File: src/rtl/sevenseg_scan_if.sv
// Display-side bundle for sevenseg_scan: scan strobe, value/dp source and the pin drives.
// master = value/strobe source and pin consumer, slave = the scanner.
interface sevenseg_scan_if #(
  parameter int unsigned DIGITS = 4
);
  logic                  clk_en_pi;
  logic                  enable_pi;
  logic [4*DIGITS-1:0]   value_pi;
  logic [DIGITS-1:0]     dp_pi;
  logic [6:0]            seg_po;
  logic                  dp_po;
  logic [DIGITS-1:0]     an_po;
  logic                  frame_po;

  modport master (
    output clk_en_pi, enable_pi, value_pi, dp_pi,
    input  seg_po, dp_po, an_po, frame_po
  );

  modport slave (
    input  clk_en_pi, enable_pi, value_pi, dp_pi,
    output seg_po, dp_po, an_po, frame_po
  );
endinterface

File: src/rtl/sevenseg_scan.sv
// Time-multiplexed common-anode seven-segment scanner with inter-digit blanking gap.
// Optional leading-zero blanking when SEVENSEG_LZB_EN is defined.
module sevenseg_scan #(
  parameter int unsigned DIGITS      = 4,
  parameter int unsigned ON_TICKS    = 14,
  parameter int unsigned BLANK_TICKS = 2
) (
  input  logic            clk_pi,
  input  logic            rst_n_pi,
  sevenseg_scan_if.slave  bus
);

  localparam int unsigned VW      = 4 * DIGITS;
  localparam int unsigned IW      = (DIGITS > 1) ? $clog2(DIGITS) : 1;
  localparam int unsigned CNT_MAX = (ON_TICKS > BLANK_TICKS) ? ON_TICKS : BLANK_TICKS;
  localparam int unsigned CW      = (CNT_MAX > 1) ? $clog2(CNT_MAX) : 1;

  typedef enum logic [1:0] {S_OFF, S_ON, S_BLANK} state_t;

  state_t            state_q, state_d;
  logic [IW-1:0]     idx_q, idx_d;
  logic [CW-1:0]     cnt_q, cnt_d;
  logic [VW-1:0]     val_q, val_d;
  logic [DIGITS-1:0] dpl_q, dpl_d;
  logic [6:0]        seg_q, seg_d;
  logic              dp_q, dp_d;
  logic [DIGITS-1:0] an_q, an_d;
  logic              frame_q, frame_d;

  logic              latch;
  logic              advance;
  logic [3:0]        nib;
  logic              dp_sel;
  logic              blank_digit;
  logic              upper_zero;

  // Active-low gfedcba pattern for one hex nibble
  function automatic logic [6:0] decode(input logic [3:0] n);
    case (n)
      4'h0: decode = 7'h40;
      4'h1: decode = 7'h79;
      4'h2: decode = 7'h24;
      4'h3: decode = 7'h30;
      4'h4: decode = 7'h19;
      4'h5: decode = 7'h12;
      4'h6: decode = 7'h02;
      4'h7: decode = 7'h78;
      4'h8: decode = 7'h00;
      4'h9: decode = 7'h10;
      4'hA: decode = 7'h08;
      4'hB: decode = 7'h03;
      4'hC: decode = 7'h46;
      4'hD: decode = 7'h21;
      4'hE: decode = 7'h06;
      default: decode = 7'h0E;
    endcase
  endfunction

  always_ff @(posedge clk_pi or negedge rst_n_pi) begin
    if (!rst_n_pi) begin
      state_q <= S_OFF;
      idx_q   <= '0;
      cnt_q   <= '0;
      val_q   <= '0;
      dpl_q   <= '0;
      seg_q   <= 7'h7F;
      dp_q    <= 1'b1;
      an_q    <= '1;
      frame_q <= 1'b0;
    end else begin
      state_q <= state_d;
      idx_q   <= idx_d;
      cnt_q   <= cnt_d;
      val_q   <= val_d;
      dpl_q   <= dpl_d;
      seg_q   <= seg_d;
      dp_q    <= dp_d;
      an_q    <= an_d;
      frame_q <= frame_d;
    end
  end

  // Next state; outputs are decoded from the next state so they switch on the same edge
  always_comb begin
    state_d     = state_q;
    idx_d       = idx_q;
    cnt_d       = cnt_q;
    val_d       = val_q;
    dpl_d       = dpl_q;
    frame_d     = 1'b0;
    latch       = 1'b0;
    advance     = 1'b0;
    nib         = 4'h0;
    dp_sel      = 1'b0;
    blank_digit = 1'b0;
    upper_zero  = 1'b1;
    seg_d       = 7'h7F;
    dp_d        = 1'b1;
    an_d        = '1;

    if (bus.clk_en_pi) begin
      if (!bus.enable_pi) begin
        state_d = S_OFF;
        idx_d   = '0;
        cnt_d   = '0;
      end else begin
        case (state_q)
          S_OFF: begin
            latch   = 1'b1;
            idx_d   = '0;
            cnt_d   = '0;
            state_d = S_ON;
          end
          S_ON: begin
            if (cnt_q == CW'(ON_TICKS - 1)) begin
              cnt_d = '0;
              if (BLANK_TICKS == 0) advance = 1'b1;
              else                  state_d = S_BLANK;
            end else begin
              cnt_d = cnt_q + CW'(1);
            end
          end
          S_BLANK: begin
            if (cnt_q == CW'(BLANK_TICKS - 1)) begin
              cnt_d   = '0;
              advance = 1'b1;
            end else begin
              cnt_d = cnt_q + CW'(1);
            end
          end
          default: state_d = S_OFF;
        endcase
      end
    end

    if (advance) begin
      state_d = S_ON;
      if (idx_q == IW'(DIGITS - 1)) begin
        idx_d = '0;
        latch = 1'b1;
      end else begin
        idx_d = idx_q + IW'(1);
      end
    end

    // Frame boundary: capture a fresh value so a frame never mixes old and new digits
    if (latch) begin
      val_d   = bus.value_pi;
      dpl_d   = bus.dp_pi;
      frame_d = 1'b1;
    end

    for (int i = 0; i < DIGITS; i++) begin
      if (idx_d == IW'(i)) begin
        nib    = val_d[4*i +: 4];
        dp_sel = dpl_d[i];
      end
    end

`ifdef SEVENSEG_LZB_EN
    for (int i = DIGITS - 1; i >= 1; i--) begin
      upper_zero = upper_zero && (val_d[4*i +: 4] == 4'h0);
      if ((idx_d == IW'(i)) && upper_zero) blank_digit = 1'b1;
    end
`endif

    if (state_d == S_ON) begin
      for (int i = 0; i < DIGITS; i++) an_d[i] = (idx_d != IW'(i));
      seg_d = blank_digit ? 7'h7F : decode(nib);
      dp_d  = blank_digit ? 1'b1  : ~dp_sel;
    end
  end

  assign bus.seg_po   = seg_q;
  assign bus.dp_po    = dp_q;
  assign bus.an_po    = an_q;
  assign bus.frame_po = frame_q;

endmodule

File: src/flat_wrapper.sv
// flat-port wrapper written by rule: the top's interface ports become plain ports
module sevenseg_scan_flat 
#(
  parameter int unsigned DIGITS      = 4,
  parameter int unsigned ON_TICKS    = 14,
  parameter int unsigned BLANK_TICKS = 2
)
  (clk_pi, rst_n_pi, bus_clk_en_pi, bus_enable_pi, bus_value_pi, bus_dp_pi, bus_seg_po, bus_dp_po, bus_an_po, bus_frame_po);
  sevenseg_scan_if #(.DIGITS(DIGITS)) bus_i ();
  input  logic clk_pi;
  input  logic rst_n_pi;
  input wire logic [$bits(bus_i.clk_en_pi)-1:0] bus_clk_en_pi;
  input wire logic [$bits(bus_i.enable_pi)-1:0] bus_enable_pi;
  input wire logic [$bits(bus_i.value_pi)-1:0] bus_value_pi;
  input wire logic [$bits(bus_i.dp_pi)-1:0] bus_dp_pi;
  output wire logic [$bits(bus_i.seg_po)-1:0] bus_seg_po;
  output wire logic [$bits(bus_i.dp_po)-1:0] bus_dp_po;
  output wire logic [$bits(bus_i.an_po)-1:0] bus_an_po;
  output wire logic [$bits(bus_i.frame_po)-1:0] bus_frame_po;
  assign bus_i.clk_en_pi = bus_clk_en_pi;
  assign bus_i.enable_pi = bus_enable_pi;
  assign bus_i.value_pi = bus_value_pi;
  assign bus_i.dp_pi = bus_dp_pi;
  assign bus_seg_po = bus_i.seg_po;
  assign bus_dp_po = bus_i.dp_po;
  assign bus_an_po = bus_i.an_po;
  assign bus_frame_po = bus_i.frame_po;
  sevenseg_scan #(.DIGITS(DIGITS), .ON_TICKS(ON_TICKS), .BLANK_TICKS(BLANK_TICKS)) u_core (.clk_pi(clk_pi), .rst_n_pi(rst_n_pi), .bus(bus_i));
endmodule
File: config.mk
export PLATFORM = sky130hd
export DESIGN_NAME = sevenseg_scan_flat
export DESIGN_NICKNAME = d
export VERILOG_FILES = /design/src/rtl/sevenseg_scan_if.sv /design/src/rtl/sevenseg_scan.sv /design/src/flat_wrapper.sv
export SDC_FILE = /design/constraint.sdc
export NUM_CORES = 1
export LEC_CHECK = 0
export ABC_AREA = 1
export BUFFER_PORTS_ARGS = -buffer_cell sky130_fd_sc_hd__buf_2
export CORE_MARGIN = 2
export CORE_UTILIZATION = 45
export DETAILED_ROUTE_END_ITERATION = 6
export PLACE_DENSITY = 0.71
export SYNTH_ARGS = -nofsm -noshare
export SYNTH_HDL_FRONTEND = slang
export SYNTH_SLANG_ARGS = --single-unit
File: constraint.sdc
create_clock -name clk_pi -period 2.9 [get_ports clk_pi]
set_input_delay 0.58 -clock clk_pi [delete_from_list [all_inputs] [get_ports clk_pi]]
set_output_delay 0.58 -clock clk_pi [all_outputs]
set_load 0.05 [all_outputs]
==> results.md <==
* Final hold viol count at 0
* Die W at ~77 um
* Total global routing overflow at 0
* Detailed-route wire length at 4836 um
* Post-Syn Area at between 0.002 and 0.0025 mm^2
* CTS Buffer Depth at 2
* # diodes at 0
* CP startpoint kind: flop
* Post-synthesis adder-cell area fraction at approximately 7%
* IO Count at 37
* FP Rows at 26
* Area leader, netlist: dfrtp_1
* Post-route ant nets at 0
* DRC errors left at 0
* Final setup viols at 0
* Vias per inst at 4.894
* Cts hold-fix bufs at 0
* Slowest stage cell on the critical path: dfrtp_1
* Post-synthesis cell type count at 33
* Worst VDD drop at 0.2741 mV
* Switch Pwr at between 0.5 and 0.6 mW
* Final HPWL DP at 3605 um
* Status: finished, final reports clean
* GR met1 Demand/Resource at 23.51%
* Fin nets at about 350
* Setup TNS at 0 ns
* 1st-iter DRT viols at 165
* Setup Buffers After CTS at 0
* Commonest non-fill, non-tap cell in the layout: nand2_1
* Net Sw Frac at 32.35%
* Sequential cell area fraction in the yosys report at between 40% and 50%
* Sequential fraction of design power at 43.2%
* Vias in the first global route at between 1.5k and 2k
* Cells along the critical path: inv_1 -> ha_1 -> nand3_4 -> inv_2 -> nand3_4 -> nand2_8 -> nand2_1 -> o21ai_1 -> nor2_1 -> nor2_2 -> inv_1 -> ha_1 -> inv_1 -> nand2_1 -> nand3_1 -> nand3_1
* Largest family of logic cells by synthesized area: simple AND/OR/NAND/NOR gates
* Worst setup path class: reg2reg
* CTS tree: done
* FMAX at ~390 MHz
* Post-synth top area share at 30.54%
* Compound-cell area share of the yosys netlist at 5.582%
* Top cells by area, synth: dfrtp_1, nand2_1, dfstp_2
* Max H-tree Level at 2
* Pwr/cell area at 586.0 mW/mm^2
* Synthesized instance count at 277
* Die area at between 0.005 and 0.006 mm^2
* Final Max Slew Viols at 0
* Simple-gate portion of the synthesized area at a little over a third
* Worst skew pair latency at 0.29 ns
* Clock Sinks at 41
* Core area at just over 0.005 mm^2
* Non-filler cells, final at 386
* Worst rel slew slack at between 40% and 50%
* Clk slew on worst S/H paths at 0.07 ns
* Most Crowded Layer GR: met2
* Die height at 76.67 um
* Gpl congestion at 0.8606
* Worst path max stage delay at approximately 0.42 ns
* Crit path DAT at 2.78 ns
* Actual slew at the worst max-slew pin at just under 0.9 ns
* Layout cells sized above 1 at 30.38%
* Dpl cells at 378
* Multiplexer area fraction after synthesis at 0.4739%
* CTS Buf Count at 5
* Leakage power at 1.369 nW
* Starting Density at 46.52%
* Syn_area_per_cell at 8.578 um^2
* CTS root buffer: clkbuf_8
* Met3 Resource Use GR at 3.176%
* Clock skew at 0.008120 ns
* Mapped Nets at 314
* RSZ-0062 raised after global routing: false
* Tcrit/Tclk final at approximately nine tenths
* Share of the core filled with cells at 53.23%
* Crit path capture type: flop
* Comb power frac at a little over a quarter
* Most frequent cells in the layout: nand2_1, buf_2, nand3_1
* Max-cap viol count at 0
* Port Buffers at 36
* WHS at 0.4017 ns
* Cell internal pwr at approximately 1.1 mW
* First-pass GRT wire length at 8390 um
* Clock network fraction of design power at 29.6%
* Period minus WS final at 2.575 ns
* GR Util All Layers at 17.83%
* Cell mode on critical path: inv_1
* Yosys reg bits at 41
* Largest net degree at the start of global routing at 42
* Worst endpoint required time at 3.11 ns
* Routed len/inst at around 13 um
* Via Count at 1,889
* Met2 Track Usage GR at 29.04%
* Initial antenna violation count at 0
* Worst hold-check path type: in2async
* Post-Synth XOR/XNOR Area at less than 1%
* Warnings, synthesis at 0
* Syn-to-layout area delta at 14.43%
* Largest fanout on the critical path at 24
* Pre-Repair DR Iteration Count at 4
[final timing paths]
path	from	to	slack (ns)	depth (start not counted)
max reg2reg	u_core.state_q[0]	u_core.bus.seg_po[0]	0.33	16
min	rst_n_pi	u_core.cnt_q[1]	0.40	1
max in group asynchronous	rst_n_pi	u_core.state_q[0]	1.95	1
min in group clk_pi	u_core.val_q[13]	u_core.val_q[13]	0.50	2
min reg2reg	u_core.val_q[13]	u_core.val_q[13]	0.50	2
max	u_core.state_q[0]	u_core.bus.seg_po[0]	0.33	16
[synth_stat cells (all sizes together)]
cell / number
o21ai: 8
xor2: 1
a21oi: 6
or3: 1
clkbuf: 1
a211o: 1
inv: 29
dfrtp: 29
nand2: 103
nand4: 4
o31ai: 1
o211ai: 2
nor3: 1
nand3: 38
ha: 13
buf: 6
o32ai: 2
dfstp: 12
a31oi: 1
o21bai: 1
mux2: 1
nor2: 16
[critical path: cells and delay by family (launching register included)]
kind | cells | cell delay, ns
and+or+nand+nor | 9 | 1.05
DFF | 1 | 0.42
AOI/OAI and AO/OA | 1 | 0.11
buffers and inverters | 4 | 0.42
adders and majority gates | 2 | 0.49
[through the flow]
step                      instance area, um^2  setup WS, ns  power, mW
after global routing                     2719       0.06272      1.690
after CTS                                2710        0.2610      1.607
after floorplan                          2376        0.6536      1.031
after global placement                   2594        0.2804      1.126
final                                    2719        0.3250      1.593
after detailed placement                 2594        0.2672      1.129
[registers in the layout, summed over array words and instances (netlist names)]
signal and cells:
u_core.state_q 2, u_core.idx_q 2, u_core.cnt_q 4, u_core.bus.an_po 4, u_core.bus.frame_po 1, u_core.dpl_q 4, u_core.bus.dp_po 1, u_core.bus.seg_po 7
u_core.val_q 16
[power by group through the flow]
stage               clock (mW)  combinational (mW)  sequential (mW)
floorplan                    0               0.251            0.779
global placement             0               0.428            0.698
detailed placement           0               0.430            0.699
CTS                      0.485               0.433            0.689
global route             0.509               0.483            0.698
finish                   0.471               0.433            0.689
[layout make-up]
| type | count | area (um^2) |
|---|---|---|
| clock buffers | 7 | 86.33 |
| multi-input cells | 200 | 1170 |
| fillers | 483 | 2389 |
| flip-flops and latches | 41 | 1041 |
| inverters | 29 | 108.9 |
| well taps | 70 | 87.58 |
| repair buffers | 38 | 195.2 |
| clock inverters | 1 | 30.03 |
[metal layers]
| layer | vias up | share of wire [%] |
|---|---|---|
| li1 | 966 | - |
| met1 | 879 | 47 |
| met2 | 36 | 48 |
| met3 | 8 | 3.5 |
| met4 | 0 | 1.8 |
| met5 | - | 0 |
[kinds of logic after synthesis]
logic type / Yosys count
buf+inv: 36
compound gates: 22
flops: 41
mux: 1
fa+ha+maj: 13
xor+xnor: 1
simple gates: 163
[what timing repair did]
item                                   4_1_cts  5_1_grt
endpoints found under the hold margin        0        0
setup endpoints to repair                    0        4
gates resized for setup                      0        1
Power figures use the tool's default switching activity.
